### config.mk
export PLATFORM = sky130hd
export DESIGN_NAME = sa_xaddr_channel_flat
export DESIGN_NICKNAME = d
export VERILOG_FILES = /design/src/rtl/sa_xaddr_channel_if.sv /design/src/rtl/sa_xaddr_channel.sv /design/src/flat_wrapper.sv
export SDC_FILE = /design/constraint.sdc
export NUM_CORES = 1
export LEC_CHECK = 0
export ABC_AREA = 1
export CAP_MARGIN = 20
export CORE_MARGIN = 5
export CORE_UTILIZATION = 40
export CTS_CLUSTER_DIAMETER = 50
export CTS_CLUSTER_SIZE = 24
export DETAILED_ROUTE_END_ITERATION = 7
export PLACE_DENSITY = 0.78
export SLEW_MARGIN = 40
export SYNTH_ARGS = -nofsm -noshare
export SYNTH_HDL_FRONTEND = slang
export SYNTH_SLANG_ARGS = --single-unit
### constraint.sdc
create_clock -name ACLK_i -period 2.7 [get_ports ACLK_i]
set_clock_uncertainty 0.1 [all_clocks]
set_input_delay 0.81 -clock ACLK_i [delete_from_list [all_inputs] [get_ports ACLK_i]]
set_output_delay 0.81 -clock ACLK_i [all_outputs]
set_load 0.03 [all_outputs]
### src/rtl/sa_xaddr_channel_if.sv
// ---------------------------------------------------------------------------
// sa_xaddr_channel_if
// Bundles every bus signal of one per-slave address-channel arbiter.
//   dsp_Ax*      : MST_AMT packed dispatcher requests (master m at slice m)
//                  and their one-hot accept dsp_AxREADY_o
//   s_Ax*        : registered address request presented to the slave
//   s_x*         : slave-side data beat handshake (used to retire bursts)
//   sa_*         : burst-ownership information for the slave xDATA arbiter
// Modports:
//   slave  - the arbiter's view (consumes dispatcher requests, drives slave)
//   master - the surrounding environment's view
// ---------------------------------------------------------------------------
interface sa_xaddr_channel_if #(
  parameter int MST_AMT           = 2,
  parameter int OUTSTANDING_AMT   = 8,
  parameter int OUTST_CTN_W       = $clog2(OUTSTANDING_AMT) + 1,
  parameter int ADDR_WIDTH        = 32,
  parameter int TRANS_MST_ID_W    = 5,
  parameter int TRANS_BURST_W     = 2,
  parameter int TRANS_DATA_LEN_W  = 3,
  parameter int TRANS_DATA_SIZE_W = 3,
  parameter int MST_ID_W          = $clog2(MST_AMT),
  parameter int TRANS_SLV_ID_W    = TRANS_MST_ID_W + MST_ID_W
);
  logic [TRANS_MST_ID_W*MST_AMT-1:0]    dsp_AxID_i;
  logic [ADDR_WIDTH*MST_AMT-1:0]        dsp_AxADDR_i;
  logic [TRANS_BURST_W*MST_AMT-1:0]     dsp_AxBURST_i;
  logic [TRANS_DATA_LEN_W*MST_AMT-1:0]  dsp_AxLEN_i;
  logic [TRANS_DATA_SIZE_W*MST_AMT-1:0] dsp_AxSIZE_i;
  logic [MST_AMT-1:0]                   dsp_AxVALID_i;
  logic [MST_AMT-1:0]                   dsp_AxREADY_o;

  logic [TRANS_SLV_ID_W-1:0]            s_AxID_o;
  logic [ADDR_WIDTH-1:0]                s_AxADDR_o;
  logic [TRANS_BURST_W-1:0]             s_AxBURST_o;
  logic [TRANS_DATA_LEN_W-1:0]          s_AxLEN_o;
  logic [TRANS_DATA_SIZE_W-1:0]         s_AxSIZE_o;
  logic                                 s_AxVALID_o;
  logic                                 s_AxREADY_i;

  logic                                 s_xVALID_i;
  logic                                 s_xREADY_i;
  logic                                 s_xLAST_i;

  logic [MST_ID_W-1:0]                  sa_xDATA_mst_id_o;
  logic                                 sa_xDATA_disable_o;
  logic [OUTST_CTN_W-1:0]               sa_Ax_outst_ctn_o;

  modport slave (
    input  dsp_AxID_i, dsp_AxADDR_i, dsp_AxBURST_i, dsp_AxLEN_i, dsp_AxSIZE_i,
    input  dsp_AxVALID_i,
    output dsp_AxREADY_o,
    output s_AxID_o, s_AxADDR_o, s_AxBURST_o, s_AxLEN_o, s_AxSIZE_o, s_AxVALID_o,
    input  s_AxREADY_i,
    input  s_xVALID_i, s_xREADY_i, s_xLAST_i,
    output sa_xDATA_mst_id_o, sa_xDATA_disable_o, sa_Ax_outst_ctn_o
  );

  modport master (
    output dsp_AxID_i, dsp_AxADDR_i, dsp_AxBURST_i, dsp_AxLEN_i, dsp_AxSIZE_i,
    output dsp_AxVALID_i,
    input  dsp_AxREADY_o,
    input  s_AxID_o, s_AxADDR_o, s_AxBURST_o, s_AxLEN_o, s_AxSIZE_o, s_AxVALID_o,
    output s_AxREADY_i,
    output s_xVALID_i, s_xREADY_i, s_xLAST_i,
    input  sa_xDATA_mst_id_o, sa_xDATA_disable_o, sa_Ax_outst_ctn_o
  );
endinterface

### src/rtl/sa_xaddr_channel.sv
// ---------------------------------------------------------------------------
// sa_xaddr_channel
// Per-slave address-channel arbiter. Picks one requesting dispatcher per
// cycle, registers the winner onto the slave AW/AR port with the master index
// prepended to the ID, and records grant order in an outstanding FIFO whose
// head tells the slave xDATA arbiter which master owns the current burst.
// Ports:
//   ACLK_i     - clock
//   ARESETn_i  - synchronous active-low reset
//   bus        - sa_xaddr_channel_if.slave (dispatcher side, slave side,
//                data-beat retire inputs and burst-ownership outputs)
// Build option:
//   SA_FIXED_PRIORITY_EN - when defined, lowest master index always wins and
//                          the round-robin pointer is not built.
// ---------------------------------------------------------------------------
module sa_xaddr_channel #(
  parameter int MST_AMT           = 2,
  parameter int OUTSTANDING_AMT   = 8,
  parameter int OUTST_CTN_W       = $clog2(OUTSTANDING_AMT) + 1,
  parameter int ADDR_WIDTH        = 32,
  parameter int TRANS_MST_ID_W    = 5,
  parameter int TRANS_BURST_W     = 2,
  parameter int TRANS_DATA_LEN_W  = 3,
  parameter int TRANS_DATA_SIZE_W = 3,
  parameter int MST_ID_W          = $clog2(MST_AMT),
  parameter int TRANS_SLV_ID_W    = TRANS_MST_ID_W + MST_ID_W
) (
  input  logic              ACLK_i,
  input  logic              ARESETn_i,
  sa_xaddr_channel_if.slave bus
);
  localparam int PTR_W = (OUTSTANDING_AMT > 1) ? $clog2(OUTSTANDING_AMT) : 1;

  // Per-master views of the packed request buses
  logic [TRANS_MST_ID_W-1:0]    req_id    [MST_AMT];
  logic [ADDR_WIDTH-1:0]        req_addr  [MST_AMT];
  logic [TRANS_BURST_W-1:0]     req_burst [MST_AMT];
  logic [TRANS_DATA_LEN_W-1:0]  req_len   [MST_AMT];
  logic [TRANS_DATA_SIZE_W-1:0] req_size  [MST_AMT];

  for (genvar gi = 0; gi < MST_AMT; gi++) begin : g_unpack
    assign req_id[gi]    = bus.dsp_AxID_i[gi*TRANS_MST_ID_W +: TRANS_MST_ID_W];
    assign req_addr[gi]  = bus.dsp_AxADDR_i[gi*ADDR_WIDTH +: ADDR_WIDTH];
    assign req_burst[gi] = bus.dsp_AxBURST_i[gi*TRANS_BURST_W +: TRANS_BURST_W];
    assign req_len[gi]   = bus.dsp_AxLEN_i[gi*TRANS_DATA_LEN_W +: TRANS_DATA_LEN_W];
    assign req_size[gi]  = bus.dsp_AxSIZE_i[gi*TRANS_DATA_SIZE_W +: TRANS_DATA_SIZE_W];
  end

  // Output slot registers
  logic                         s_valid_q, s_valid_d;
  logic [TRANS_SLV_ID_W-1:0]    s_id_q, s_id_d;
  logic [ADDR_WIDTH-1:0]        s_addr_q, s_addr_d;
  logic [TRANS_BURST_W-1:0]     s_burst_q, s_burst_d;
  logic [TRANS_DATA_LEN_W-1:0]  s_len_q, s_len_d;
  logic [TRANS_DATA_SIZE_W-1:0] s_size_q, s_size_d;

  // Grant-order FIFO
  logic [MST_ID_W-1:0]    fifo_q [OUTSTANDING_AMT];
  logic [PTR_W-1:0]       wr_ptr_q, wr_ptr_d, rd_ptr_q, rd_ptr_d;
  logic [OUTST_CTN_W-1:0] cnt_q, cnt_d;

  logic                slot_free, fifo_full, push, pop;
  logic                grant_vld;
  logic [MST_ID_W-1:0] grant_idx;
  logic [MST_ID_W-1:0] rr_base;
  logic [MST_AMT-1:0]  ready_onehot;

  assign slot_free = !s_valid_q || bus.s_AxREADY_i;
  assign fifo_full = (cnt_q == OUTST_CTN_W'(OUTSTANDING_AMT));

`ifdef SA_FIXED_PRIORITY_EN
  assign rr_base = '0;
`else
  logic [MST_ID_W-1:0] rr_q, rr_d;

  always_comb begin
    rr_d = rr_q;
    if (grant_vld) begin
      rr_d = (grant_idx == MST_ID_W'(MST_AMT - 1)) ? '0 : grant_idx + 1'b1;
    end
  end

  always_ff @(posedge ACLK_i) begin
    if (!ARESETn_i) rr_q <= '0;
    else            rr_q <= rr_d;
  end

  assign rr_base = rr_q;
`endif

  // Search starting at rr_base, wrapping; the first requester wins. Grants
  // are suppressed while reset is asserted so no dispatcher handshake leaks.
  always_comb begin
    int cand;
    grant_vld = 1'b0;
    grant_idx = '0;
    cand      = 0;
    if (ARESETn_i && slot_free && !fifo_full) begin
      for (int k = 0; k < MST_AMT; k++) begin
        cand = (int'(rr_base) + k) % MST_AMT;
        if (!grant_vld && bus.dsp_AxVALID_i[cand]) begin
          grant_vld = 1'b1;
          grant_idx = MST_ID_W'(cand);
        end
      end
    end
  end

  always_comb begin
    ready_onehot = '0;
    if (grant_vld) ready_onehot[grant_idx] = 1'b1;
  end

  // Output slot: load the winner, otherwise drop valid once the slave took it
  always_comb begin
    s_valid_d = s_valid_q;
    s_id_d    = s_id_q;
    s_addr_d  = s_addr_q;
    s_burst_d = s_burst_q;
    s_len_d   = s_len_q;
    s_size_d  = s_size_q;
    if (grant_vld) begin
      s_valid_d = 1'b1;
      s_id_d    = {grant_idx, req_id[grant_idx]};
      s_addr_d  = req_addr[grant_idx];
      s_burst_d = req_burst[grant_idx];
      s_len_d   = req_len[grant_idx];
      s_size_d  = req_size[grant_idx];
    end else if (slot_free) begin
      s_valid_d = 1'b0;
    end
  end

  // FIFO bookkeeping; a pop on an empty FIFO is discarded
  assign push = grant_vld;
  assign pop  = bus.s_xVALID_i && bus.s_xREADY_i && bus.s_xLAST_i && (cnt_q != '0);

  always_comb begin
    wr_ptr_d = wr_ptr_q;
    rd_ptr_d = rd_ptr_q;
    cnt_d    = cnt_q;
    if (push) wr_ptr_d = (wr_ptr_q == PTR_W'(OUTSTANDING_AMT - 1)) ? '0 : wr_ptr_q + 1'b1;
    if (pop)  rd_ptr_d = (rd_ptr_q == PTR_W'(OUTSTANDING_AMT - 1)) ? '0 : rd_ptr_q + 1'b1;
    case ({push, pop})
      2'b10:   cnt_d = cnt_q + 1'b1;
      2'b01:   cnt_d = cnt_q - 1'b1;
      default: cnt_d = cnt_q;
    endcase
  end

  always_ff @(posedge ACLK_i) begin
    if (!ARESETn_i) begin
      s_valid_q <= 1'b0;
      s_id_q    <= '0;
      s_addr_q  <= '0;
      s_burst_q <= '0;
      s_len_q   <= '0;
      s_size_q  <= '0;
      wr_ptr_q  <= '0;
      rd_ptr_q  <= '0;
      cnt_q     <= '0;
      for (int i = 0; i < OUTSTANDING_AMT; i++) fifo_q[i] <= '0;
    end else begin
      s_valid_q <= s_valid_d;
      s_id_q    <= s_id_d;
      s_addr_q  <= s_addr_d;
      s_burst_q <= s_burst_d;
      s_len_q   <= s_len_d;
      s_size_q  <= s_size_d;
      wr_ptr_q  <= wr_ptr_d;
      rd_ptr_q  <= rd_ptr_d;
      cnt_q     <= cnt_d;
      if (push) fifo_q[wr_ptr_q] <= grant_idx;
    end
  end

  assign bus.dsp_AxREADY_o      = ready_onehot;
  assign bus.s_AxVALID_o        = s_valid_q;
  assign bus.s_AxID_o           = s_id_q;
  assign bus.s_AxADDR_o         = s_addr_q;
  assign bus.s_AxBURST_o        = s_burst_q;
  assign bus.s_AxLEN_o          = s_len_q;
  assign bus.s_AxSIZE_o         = s_size_q;
  assign bus.sa_xDATA_mst_id_o  = fifo_q[rd_ptr_q];
  assign bus.sa_xDATA_disable_o = (cnt_q == '0);
  assign bus.sa_Ax_outst_ctn_o  = cnt_q;

endmodule
### src/flat_wrapper.sv
// flat-port wrapper written by rule: the top's interface ports become plain ports
module sa_xaddr_channel_flat 
#(
  parameter int MST_AMT           = 2,
  parameter int OUTSTANDING_AMT   = 8,
  parameter int OUTST_CTN_W       = $clog2(OUTSTANDING_AMT) + 1,
  parameter int ADDR_WIDTH        = 32,
  parameter int TRANS_MST_ID_W    = 5,
  parameter int TRANS_BURST_W     = 2,
  parameter int TRANS_DATA_LEN_W  = 3,
  parameter int TRANS_DATA_SIZE_W = 3,
  parameter int MST_ID_W          = $clog2(MST_AMT),
  parameter int TRANS_SLV_ID_W    = TRANS_MST_ID_W + MST_ID_W
)
  (ACLK_i, ARESETn_i, bus_dsp_AxID_i, bus_dsp_AxADDR_i, bus_dsp_AxBURST_i, bus_dsp_AxLEN_i, bus_dsp_AxSIZE_i, bus_dsp_AxVALID_i, bus_dsp_AxREADY_o, bus_s_AxID_o, bus_s_AxADDR_o, bus_s_AxBURST_o, bus_s_AxLEN_o, bus_s_AxSIZE_o, bus_s_AxVALID_o, bus_s_AxREADY_i, bus_s_xVALID_i, bus_s_xREADY_i, bus_s_xLAST_i, bus_sa_xDATA_mst_id_o, bus_sa_xDATA_disable_o, bus_sa_Ax_outst_ctn_o);
  sa_xaddr_channel_if #(.MST_AMT(MST_AMT), .OUTSTANDING_AMT(OUTSTANDING_AMT), .OUTST_CTN_W(OUTST_CTN_W), .ADDR_WIDTH(ADDR_WIDTH), .TRANS_MST_ID_W(TRANS_MST_ID_W), .TRANS_BURST_W(TRANS_BURST_W), .TRANS_DATA_LEN_W(TRANS_DATA_LEN_W), .TRANS_DATA_SIZE_W(TRANS_DATA_SIZE_W), .MST_ID_W(MST_ID_W), .TRANS_SLV_ID_W(TRANS_SLV_ID_W)) bus_i ();
  input  logic ACLK_i;
  input  logic ARESETn_i;
  input wire logic [$bits(bus_i.dsp_AxID_i)-1:0] bus_dsp_AxID_i;
  input wire logic [$bits(bus_i.dsp_AxADDR_i)-1:0] bus_dsp_AxADDR_i;
  input wire logic [$bits(bus_i.dsp_AxBURST_i)-1:0] bus_dsp_AxBURST_i;
  input wire logic [$bits(bus_i.dsp_AxLEN_i)-1:0] bus_dsp_AxLEN_i;
  input wire logic [$bits(bus_i.dsp_AxSIZE_i)-1:0] bus_dsp_AxSIZE_i;
  input wire logic [$bits(bus_i.dsp_AxVALID_i)-1:0] bus_dsp_AxVALID_i;
  output wire logic [$bits(bus_i.dsp_AxREADY_o)-1:0] bus_dsp_AxREADY_o;
  output wire logic [$bits(bus_i.s_AxID_o)-1:0] bus_s_AxID_o;
  output wire logic [$bits(bus_i.s_AxADDR_o)-1:0] bus_s_AxADDR_o;
  output wire logic [$bits(bus_i.s_AxBURST_o)-1:0] bus_s_AxBURST_o;
  output wire logic [$bits(bus_i.s_AxLEN_o)-1:0] bus_s_AxLEN_o;
  output wire logic [$bits(bus_i.s_AxSIZE_o)-1:0] bus_s_AxSIZE_o;
  output wire logic [$bits(bus_i.s_AxVALID_o)-1:0] bus_s_AxVALID_o;
  input wire logic [$bits(bus_i.s_AxREADY_i)-1:0] bus_s_AxREADY_i;
  input wire logic [$bits(bus_i.s_xVALID_i)-1:0] bus_s_xVALID_i;
  input wire logic [$bits(bus_i.s_xREADY_i)-1:0] bus_s_xREADY_i;
  input wire logic [$bits(bus_i.s_xLAST_i)-1:0] bus_s_xLAST_i;
  output wire logic [$bits(bus_i.sa_xDATA_mst_id_o)-1:0] bus_sa_xDATA_mst_id_o;
  output wire logic [$bits(bus_i.sa_xDATA_disable_o)-1:0] bus_sa_xDATA_disable_o;
  output wire logic [$bits(bus_i.sa_Ax_outst_ctn_o)-1:0] bus_sa_Ax_outst_ctn_o;
  assign bus_i.dsp_AxID_i = bus_dsp_AxID_i;
  assign bus_i.dsp_AxADDR_i = bus_dsp_AxADDR_i;
  assign bus_i.dsp_AxBURST_i = bus_dsp_AxBURST_i;
  assign bus_i.dsp_AxLEN_i = bus_dsp_AxLEN_i;
  assign bus_i.dsp_AxSIZE_i = bus_dsp_AxSIZE_i;
  assign bus_i.dsp_AxVALID_i = bus_dsp_AxVALID_i;
  assign bus_dsp_AxREADY_o = bus_i.dsp_AxREADY_o;
  assign bus_s_AxID_o = bus_i.s_AxID_o;
  assign bus_s_AxADDR_o = bus_i.s_AxADDR_o;
  assign bus_s_AxBURST_o = bus_i.s_AxBURST_o;
  assign bus_s_AxLEN_o = bus_i.s_AxLEN_o;
  assign bus_s_AxSIZE_o = bus_i.s_AxSIZE_o;
  assign bus_s_AxVALID_o = bus_i.s_AxVALID_o;
  assign bus_i.s_AxREADY_i = bus_s_AxREADY_i;
  assign bus_i.s_xVALID_i = bus_s_xVALID_i;
  assign bus_i.s_xREADY_i = bus_s_xREADY_i;
  assign bus_i.s_xLAST_i = bus_s_xLAST_i;
  assign bus_sa_xDATA_mst_id_o = bus_i.sa_xDATA_mst_id_o;
  assign bus_sa_xDATA_disable_o = bus_i.sa_xDATA_disable_o;
  assign bus_sa_Ax_outst_ctn_o = bus_i.sa_Ax_outst_ctn_o;
  sa_xaddr_channel #(.MST_AMT(MST_AMT), .OUTSTANDING_AMT(OUTSTANDING_AMT), .OUTST_CTN_W(OUTST_CTN_W), .ADDR_WIDTH(ADDR_WIDTH), .TRANS_MST_ID_W(TRANS_MST_ID_W), .TRANS_BURST_W(TRANS_BURST_W), .TRANS_DATA_LEN_W(TRANS_DATA_LEN_W), .TRANS_DATA_SIZE_W(TRANS_DATA_SIZE_W), .MST_ID_W(MST_ID_W), .TRANS_SLV_ID_W(TRANS_SLV_ID_W)) u_core (.ACLK_i(ACLK_i), .ARESETn_i(ARESETn_i), .bus(bus_i));
endmodule
## Word-level counts from Yosys, hierarchy flattened

Memories as Yosys holds them, arrays and structs flattened. A register that Yosys moved wholly into a read port is not among the register bits.
Cells that the tools add are included.

| word-level totals | value |
|---|---|
| memories | 1 |
| bits in writable memories | 8 |
| flip-flop bits (word level) | 58 |
| input port bits | 98 |

Memory list:

| memory | depth | width | rd ports | clocked after memory_dff | write ports | line | source |
|---|---|---|---|---|---|---|---|
| u_core.fifo_q | 8 | 1 | 1 | 1 | 8 | sa_xaddr_channel.sv:58 | `logic [MST_ID_W-1:0] fifo_q [OUTSTANDING_AMT];` |

| cells by class | value |
|---|---|
| magnitude comparators | 5 |
| bitwise operators | 2 |
| equal/unequal tests | 5 |
| add/sub/neg operators | 6 |
| reduce and logical (&&, ||, !) cells | 16 |
| multiplexer cells | 45 |

Operators by type and width:

| operator | number |
|---|---|
| 32-bit 2-to-1 mux | 3 |
| 3-bit 2-to-1 mux | 11 |
| 1-bit 2-to-1 mux | 22 |
| 5-bit 2-to-1 mux | 3 |
| 2-bit 2-to-1 mux | 4 |
| 4-bit one-hot mux with 2 select lines | 1 |
| 1-bit logical AND | 7 |
| 3-bit by 1-bit adder with 3-bit output (second input constant) | 2 |
| 3-bit equality test (second input constant) | 2 |
| 4-bit by 1-bit adder with 4-bit output (second input constant) | 1 |
| 4-bit equality test (second input constant) | 1 |
| 4-bit logical NOT | 1 |
| 1-bit by 2-bit less-than comparator with 1-bit output (second input constant) | 2 |
| 2-bit nonzero test | 2 |
| 4-bit nonzero test | 1 |
| 4-bit by 1-bit subtractor with 4-bit output (second input constant) | 1 |
| 1-bit logical NOT | 3 |
| 2-bit by 3-bit less-than comparator with 1-bit output (second input constant) | 1 |
| 1-bit adder (second input constant) | 2 |
| 2-bit by 1-bit equality test with 1-bit output (second input constant) | 1 |
| 2-bit equality test (second input constant) | 1 |
| 2-bit >= comparator (second input constant) | 1 |
| 1-bit inverter with 2-bit output | 1 |
| 1-bit bitwise AND (first input constant) | 1 |
| 4 further kinds | 4 |

## Depth between registers and ports, before layout

| depth | value |
|---|---|
| depth in word-level cells | 14 |
| mapped depth | 15 |
| depth with buffers taken out | 13 |

## Worst setup path before layout

OpenSTA, ideal clock, no wires.

| timing | value |
|---|---|
| path type | input -> register |
| from | input ARESETn_i |
| to | register u_core.cnt_q[2] (netlist: u_core.bus.sa_Ax_outst_ctn_o[2]) |
| stages on the path | 14 |
| path slack | 58 ps |
| data arrival time | 2,426 ps |
| buffers on the path | 3 |
| data required time | 2,485 ps |
| cell sequence | buf_4 -> inv_2 -> a21oi_4 -> nand3_4 -> buf_6 -> buf_6 -> ha_1 -> nand2_1 -> nand2_1 -> ha_1 -> a21oi_1 -> xnor2_1 -> o21ai_0 -> inv_1 |

| between the ends | value |
|---|---|
| longest elaborated chain between the ends | 5 |

Ends and longest elaborated chain:

| what | line | source |
|---|---|---|
| start: declaration | flat_wrapper.sv:18 | `input logic ARESETn_i;` |
| 1-bit logical AND (2 in a row) | sa_xaddr_channel.sv:98 | `if (ARESETn_i && slot_free && !fifo_full) begin` |
| 1-bit 2-to-1 mux | sa_xaddr_channel.sv:98 |  |
| 2-bit by 1-bit equality test with 1-bit output or 2-bit equality test (tied branches) | sa_xaddr_channel.sv:144 | `case ({push, pop})` |
| 4-bit one-hot mux with 2 select lines or 2-bit nonzero test (tied branches) | - |  |
| end signal: assignment | sa_xaddr_channel.sv:172 | `cnt_q <= cnt_d;` |
| end: declaration | sa_xaddr_channel.sv:60 | `logic [OUTST_CTN_W-1:0] cnt_q, cnt_d;` |

Several ways; a longest one is shown, not always the timed one.
A chain may end at the register's enable or synchronous reset.

## Worst setup path in the final report

| timing | value |
|---|---|
| from | input bus_s_AxREADY_i |
| to | output bus_dsp_AxREADY_o[0] |

| between the ends | value |
|---|---|
| longest elaborated chain between the ends | 9 |

Ends and longest elaborated chain:

| what | line | source |
|---|---|---|
| start: declaration | flat_wrapper.sv:32 | `input wire logic [$bits(bus_i.s_AxREADY_i)-1:0] bus_s_AxREADY_i;` |
| 1-bit logical OR * | sa_xaddr_channel.sv:68 | `assign slot_free = !s_valid_q \|\| bus.s_AxREADY_i;` |
| 1-bit logical AND * (2 in a row) | sa_xaddr_channel.sv:98 |  |
| 1-bit 2-to-1 mux | sa_xaddr_channel.sv:98 |  |
| 1-bit by 2-bit less-than comparator with 1-bit output (not written as such) or 1-bit >= comparator (tied branches) | sa_xaddr_channel.sv:111 | `if (grant_vld) ready_onehot[grant_idx] = 1'b1;` |
| 1-bit logical AND (not written as such) | sa_xaddr_channel.sv:111 |  |
| 1-bit 2-to-1 mux (not written as such) | sa_xaddr_channel.sv:111 |  |
| 1-bit demux with 1-bit select | - |  |
| 2-bit 2-to-1 mux * | sa_xaddr_channel.sv:111 |  |
| end: declaration | flat_wrapper.sv:25 | `output wire logic [$bits(bus_i.dsp_AxREADY_o)-1:0] bus_dsp_AxREADY_o;` |

Mark *: on every way between the ends. The rest lies on a longest branch, timed or not.

==> run summary <==
Syn Nets: 718
Detailed Place HPWL: 8030 um
Final GP Congestion: 0.832
Pwr/cell area: 485 mW/mm^2
Combinational group share of total power: 0.318
Sequential fraction of design power: 0.417
CP Max Fanout: 2
Largest area contributor in the netlist: dfxtp_1
Synth area leaders: dfxtp_1 (36%), nand2_1 (22%), inv_1 (12%)
Critical path required time: 1.79 ns
Vias in the first global route: 3987
Die Y: 108 um
Fin. Hold Viols: 0
Layout cells sized above 1: 0.133
FMAX: 0.388 GHz
Routed via count: 4042
Antenna viol nets, final: 0
Final Max Tran Viols: 0
GRT Total Usage: 0.193
DR pass1 iterations: 4
PortBufs: 152
P_leak: 0.00298 uW
Num CTS Buffers: 9
DRC Markers: 0
Initial antenna violation count: 0
Global-route wire length before repair: 18000 um
Setup_tns: 0 ns
Core ar.: 0.00928 mm^2
Layout Cells excl Fill: 903
Sequential share of the synthesized area: 0.361
Max-cap check violation count: 0
Fin area: 0.00570 mm^2
Layout Nets: 876
DR iter-0 viols: 85
Max VDD drop: 208 uV
Worst-path clk slew: 0.07 ns
Top Ports: 153
CTS root buffer: clkbuf_8
Yosys reg bits: 69
Post-Syn Area: 0.00383 mm^2
Gr ovfl total: 0
Yosys top cell area share: 0.361
CTS tree: built
Post-DP Area: 0.00543 mm^2
Synth Area per Inst: 6.25 um^2
Final Critical Period: 2.58 ns
Drt wl/cell: 11.9 um
Initial core utilization: 0.413
Switch Pwr: 882 uW
Largest net degree at the start of global routing: 63
Slowest-stage cell, CP: dlygate4sd2_1
Antenna diodes: 0
Delay-heaviest family, CP: buffers and inverters
Clk_lat worst skew: 0.34 ns
Cell mode on critical path: inv_2
Sw frac: 0.319
Crit-path cells: dlygate4sd2_1 -> inv_2 -> a21oi_4 -> nand3_4 -> inv_2 -> nand2_2 -> inv_2 -> buf_6
Routed wire length: 10800 um
Internal power: 1880 uW
Worst EP arrival: 1.67 ns
Die Span X: 108 um
Full die area: 0.0116 mm^2
Final worst-path cycle share: 0.955
H-tree depth: 3
Most common cell after layout, fill and taps aside: nand2_1
Slew Limit Headroom: 0.591
Distinct cells, synth: 20
Synthesis-to-finish area growth: 48.7%
Final setup viols: 0
WP buf/inv: 5
Gate Count Post-Synth: 613
Clk sinks: 69
Most frequent cells in the layout: nand2_1 (225), clkdlybuf4s50_1 (144), inv_1 (113), dfxtp_1 (69), a21oi_1 (52)
DP Cell Count: 881
CTS Buffer Depth: 2
Hold crit path type: register to register
Slowest cell delay on critical path: 0.21 ns
Syn. warnings: 0
CP Launch Type: input pin
CP Class: input pin to primary output
RSZ-0062 raised after global routing: no
Row count: 35
Final hold slack: 0.363 ns
Vias/cell: 4.48
Status: completed
Worst slew pin tran: 0.614 ns
Clock share of power: 0.264
CP Capture Type: primary output
per-layer routing:
layer,part of all wire,routed length (um),vias to the layer above,GRT usage
met4,0.029,308,0,0.0857
met2,0.50,5390,103,0.335
li1,-,-,2112,-
met3,0.071,769,22,0.0630
met1,0.40,4290,1805,0.213
met5,0,0,-,0
cells in the mapped netlist:
library cell,instances
nand3_1,13
nand2_1,227
ha_1,7
nand3_4,1
dfxtp_1,69
o21bai_1,1
nor2_2,2
a21oi_1,56
buf_6,10
inv_2,3
clkbuf_1,11
buf_2,4
o21a_1,1
xnor2_1,1
nor2_1,27
inv_1,118
or2_2,46
buf_4,1
a21oi_4,1
o21ai_0,14
area by class of cell:
| cell class | count | area (um^2) |
|---|---|---|
| Fill cell | 858 | 3590 |
| Multi-Input combinational cell | 397 | 1850 |
| Sequential cell | 69 | 1380 |
| Timing Repair Buffer | 173 | 1680 |
| Inverter | 121 | 454 |
| Tap cell | 129 | 161 |
| Clock buffer | 13 | 159 |
| Clock inverter | 1 | 7.51 |
path summary, 6_finish.rpt:
check                                  start  depth (start not counted)  slack (ns)                  endpoint
min                   u_core.bus.s_AxID_o[5]                          2        0.36    u_core.bus.s_AxID_o[5]
max reg2reg  u_core.bus.sa_Ax_outst_ctn_o[1]                         12        0.45  u_core.bus.s_AxADDR_o[6]
min reg2reg           u_core.bus.s_AxID_o[5]                          2        0.36    u_core.bus.s_AxID_o[5]
max                          bus_s_AxREADY_i                          8        0.12      bus_dsp_AxREADY_o[0]
worst register-to-register path, delay by kind of cell, from the launching register on:
family / cells / cell delay (ns)
AO/OA/AOI/OAI: 1 / 0.24
flip-flops: 1 / 0.35
buffers and inverters: 8 / 1.06
AND/OR/NAND/NOR: 3 / 0.45
logic make-up after synthesis:
| family | synth area share |
|---|---|
| flops | 0.361 |
| buf+inv | 0.166 |
| xor+xnor | 0.00229 |
| simple gates | 0.349 |
| compound gates | 0.0996 |
| fa+ha+maj | 0.0229 |
sequential cells by signal, indices dropped and copies added, names as in the netlist, 2 cells and up, named ones only:
name and count:
u_core.bus.s_AxADDR_o 32, u_core.bus.s_AxBURST_o 2, u_core.bus.s_AxID_o 6, u_core.bus.s_AxLEN_o 3
u_core.bus.s_AxSIZE_o 3, u_core.bus.sa_Ax_outst_ctn_o 4, u_core.fifo_q 8, u_core.rd_ptr_q 3
u_core.wr_ptr_q 3
power by group through the flow:
stage | clock, uW | sequential, uW | combinational, uW
2_1_floorplan | 0 | 1300 | 360
3_3_place_gp | 0 | 1170 | 847
3_5_place_dp | 0 | 1180 | 861
4_1_cts | 760 | 1150 | 881
5_1_grt | 812 | 1160 | 968
6_report | 730 | 1150 | 879
metrics by stage:
step                      total power [uW]  worst slack (ns)   util
after global placement                2020            -0.168  0.584
after CTS                             2790           -0.0447  0.612
after detailed placement              2040            -0.183  0.584
after floorplan                       1660            0.0584      -
after global routing                  2940            0.0377  0.613
final                                 2760             0.123  0.613
what timing repair did:
action / 4_1_cts / 5_1_grt
pin swaps: 2 / 2
endpoints found under the setup margin: 4 / 47
setup buffers: 10 / 0
gates resized for setup: 9 / 14
hold buffers: 0 / 0
Note: power is estimated with default switching activity, not from simulation.
==> RTL edit 1, RTL diff (same settings) <==
`MST_AMT` is set to 2 in 3 places; all go to 8.
--- a/src/rtl/sa_xaddr_channel_if.sv
+++ b/src/rtl/sa_xaddr_channel_if.sv
@@ -12,5 +12,5 @@
 // ---------------------------------------------------------------------------
 interface sa_xaddr_channel_if #(
-  parameter int MST_AMT           = 2,
+  parameter int MST_AMT           = 8,
   parameter int OUTSTANDING_AMT   = 8,
   parameter int OUTST_CTN_W       = $clog2(OUTSTANDING_AMT) + 1,
--- a/src/rtl/sa_xaddr_channel.sv
+++ b/src/rtl/sa_xaddr_channel.sv
@@ -15,5 +15,5 @@
 // ---------------------------------------------------------------------------
 module sa_xaddr_channel #(
-  parameter int MST_AMT           = 2,
+  parameter int MST_AMT           = 8,
   parameter int OUTSTANDING_AMT   = 8,
   parameter int OUTST_CTN_W       = $clog2(OUTSTANDING_AMT) + 1,
--- a/src/flat_wrapper.sv
+++ b/src/flat_wrapper.sv
@@ -2,5 +2,5 @@
 module sa_xaddr_channel_flat 
 #(
-  parameter int MST_AMT           = 2,
+  parameter int MST_AMT           = 8,
   parameter int OUTSTANDING_AMT   = 8,
   parameter int OUTST_CTN_W       = $clog2(OUTSTANDING_AMT) + 1,
Ports: changed (9 resized); port bits go from 153 to 439. No check against the original RTL was run, so the function may have changed too.
==> RTL edit 1 against the original RTL <==
  * The flow now finishes with violations (setup timing)
  * Register-to-register slack got worse by 1200 ps
  * Power increased to 4.0 times the old value
  * Synthesized cell count up 140%
  * Sequential cell count grew 20
  * Wire length grew to 3.8 times the old value
  * Design area rose to 2.5 times the old value
  * Worst hold slack got worse by 0.93 ps
  * Non-clock buffer count rose by 375
  * Worst setup slack worse by 1200 ps
  * Synthesized area grew 110%
==> RTL edit 1: results (changes against the original RTL) <==
[layout]
drive_gt1_share_pct = 14.5  ; +1.2 points
diodes = 3  ; +3
buffers = 548  ; +220%
fill_cells = 1644  ; +92%
seq_share_pct = 14.1  ; -10 points
syn_to_final_growth_pct = 80.4
multi_input_gates = 1235  ; +210%

[outcome]
violations = setup timing
status = complete, but fails checks

[worst_setup_path]
crit_arrival_ps = 2900  ; +1230 ps

[timing]
layout_setup_ws_ps = -1110  ; -1230 ps
finalSetupViolCount = 114  ; +114

[placement]
dp_hpwl_mm = 30.5  ; +280%
io_buffers = 438  ; +190%
placed_area_um2 = 13100  ; +140%

[grt]
grt_pass1_wl_mm = 58.1  ; +220%
groute.usage.overall_pct = 33.0  ; +14 points
grt_max_degree = 93  ; +48%

[yosys]
synth_area_leaders = nand2_1 34%, dfxtp_1 16%, nand3_1 13%
synth.yosys.seq_area_share_pct = 25.4  ; -11 points

[detailed_routing]
met1_length_mm = 15.0  ; +250%
highest_layer = met5
wl_met2_mm = 21.4  ; +300%
routed_wl_mm = 41.3  ; +280%

[clocking]
cts_resized = 107  ; +98

[power_and_ir_drop]
power.switching_mw = 5.56  ; +530%

RTL edit 1: changes by cell type after synthesis, sizes merged, moves of 45 or more:
cell	before	now
nand2	227	716
nand3	14	218
nor2	29	179
inv	121	46
o21ai	14	72
buf	15	64
a21oi	57	11
or2	46	1
RTL edit 1: worst paths after layout:
path / startpoint / endpoint / slack, ps / depth (start not counted)
worst max register to register: u_core.rr_base[1]$_SDFFE_PN0P_ / u_core.rr_base[2]$_SDFFE_PN0P_ / -720 / 21
worst min register to register: u_core.bus.s_AxID_o[5]$_SDFFE_PN0P_ / u_core.bus.s_AxID_o[5]$_SDFFE_PN0P_ / 360 / 2
worst max-delay path: u_core.rr_base[1]$_SDFFE_PN0P_ / bus_dsp_AxREADY_o[4] / -1110 / 16
worst min-delay path: u_core.bus.s_AxID_o[5]$_SDFFE_PN0P_ / u_core.bus.s_AxID_o[5]$_SDFFE_PN0P_ / 360 / 2
==> RTL edit 2, RTL diff (same settings) <==
Made on the original files. `s_addr_q` no longer has a reset.
--- a/src/rtl/sa_xaddr_channel.sv
+++ b/src/rtl/sa_xaddr_channel.sv
@@ -153,5 +153,4 @@
       s_valid_q <= 1'b0;
       s_id_q    <= '0;
-      s_addr_q  <= '0;
       s_burst_q <= '0;
       s_len_q   <= '0;
@@ -164,5 +163,4 @@
       s_valid_q <= s_valid_d;
       s_id_q    <= s_id_d;
-      s_addr_q  <= s_addr_d;
       s_burst_q <= s_burst_d;
       s_len_q   <= s_len_d;
@@ -173,4 +171,8 @@
       if (push) fifo_q[wr_ptr_q] <= grant_idx;
     end
+  end
+
+  always_ff @(posedge ACLK_i) begin
+    s_addr_q <= s_addr_d;
   end
 
Check against the original RTL: differs if ARESETn_i is asserted again (counterexample within 4 cycles, from zero or initial values and one cycle with ARESETn_i low); with ARESETn_i held inactive, the same outputs for 10 cycles.
==> RTL edit 2 against the original RTL <==
  * Synthesized area fell by 14%
  * Maximum frequency fell by 0.87%
  * Wire length fell by 13%
  * Final cell count fell by 21%
  * Worst setup slack got worse by 23 ps
  * Global-route usage fell by 0.83 points
  * Sequential cell count did not move
  * Sequential share of layout area rose by 8.5 points
  * Utilization rose by 2.5 points
  * Design area fell by 8.8%
  * Highest routed layer unchanged
  * Power fell by 5.4%
==> RTL edit 2: results (changes against the original RTL) <==
[power_and_ir_drop]
pg_seq_mw = 1.22  ; +6%
power_mw = 2.61  ; -5.4%
ir_drop_mv = 0.282  ; +36%
power_leakage_nw = 2.45  ; -18%
internal_power_mw = 1.84  ; -2.2%
p_clk_share_pct = 26.5  ; about the same

[worst_setup_path]
reg2reg_to = u_core.bus.sa_Ax_outst_ctn_o[2]$_SDFFE_PN0P_
crit_start = ARESETn_i
worst-path-max-fanout = 2  ; unchanged
r2r_cells = 11  ; -1
rr_startpoint = u_core.bus.sa_Ax_outst_ctn_o[2]$_SDFFE_PN0P_
reg2reg_setup_slack_ps = 590  ; +140 ps

[grt]
met2_usage_pct = 32.2  ; -1.3 points
grt_pass1_wl_mm = 14.8  ; -18%
first_global_vias = 3201  ; -20%
grt_max_degree = 47  ; -25%
grt.met3_usage_pct = 5.54  ; -0.76 points
grt.met1_usage_pct = 21.2  ; -0.079 points
groute.usage.overall_pct = 18.4  ; -0.83 points

[placement]
dpl_worst_slack_ps = -219  ; -35.9 ps
dp.cells = 696  ; -21%
placed_area_um2 = 4980  ; -8.2%
gp_congestion = 0.742  ; -11%
dp_hpwl_mm = 7.02  ; -13%

[layout]
final_cell_count_no_fill = 714  ; -21%
drive_gt1_share_pct = 10.0  ; -3.3 points
fin_nets = 709  ; -19%

[clocking]
cts_resized = 18  ; +9
cts_buffers = 9  ; unchanged
post_cts_buffers = 0  ; -10

[detailed_routing]
route.met3.wl_um = 797  ; +3.6%
wl_met2_mm = 4.60  ; -15%
vias = 3253  ; -20%
met1_length_mm = 3.82  ; -11%
drt_iter0_markers = 154  ; +81%
wire_per_inst_um = 13.2  ; +11%

[yosys]
synth_area_leaders = edfxtp_1 29%, dfxtp_1 22%, nand2_1 22%
synth_edf_count = 32  ; +32
synth.yosys.seq_area_share_pct = 51.4  ; +15 points
ys_top_cells_by_count = 195 x nand2_1, 54 x inv_1, 37 x dfxtp_1, 32 x edfxtp_1, 27 x nor2_1
synth_fp_nets = 547  ; -24%
synth_cells = 442  ; -28%

[timing]
tightest_slew_ps = 545  ; -68.6 ps
layout_setup_ws_ps = 100  ; -22.6 ps
hold_ws_ps = 379  ; +16.6 ps

[outcome]
status = finished clean

[min_path]
worstHoldStart = u_core.bus.s_AxID_o[5]$_SDFFE_PN0N_

[RTL edit 2: cell count changes after synthesis, sizes merged, moves of 6 or more]
cell	unedited run	this run
dfxtp	69	37
buf	15	9
nand2	227	195
edfxtp	0	32
inv	121	56
or2	46	14
a21oi	57	25
[RTL edit 2: critical path, stage by stage]
cell and delay, ps:
dlygate4sd2_1 240, inv_2 70, a21oi_4 140, nand3_4 90, inv_2 90, nand2_2 70, inv_2 50, buf_6 120
[RTL edit 2: cells by family (layout without fill, tap and decap cells)]
group,after synthesis,count (layout),synth area share [%]
and+or+nand+nor,252,252,30.5
buffers and inverters,72,239,8.70
DFF,69,69,51.4
AOI/OAI and AO/OA,41,41,6.47
adders and majority gates,7,7,2.65
xor gates and xnor gates,1,1,0.265
[RTL edit 2: final cells by class]
class / count / area (um2)
multi-input cells: 301 / 1370
clock inverters: 3 / 15.0
flip-flops and latches: 69 / 1700
repair buffers: 167 / 1630
clock buffers: 13 / 139
fillers: 696 / 2940
inverters: 56 / 210
well taps: 105 / 131
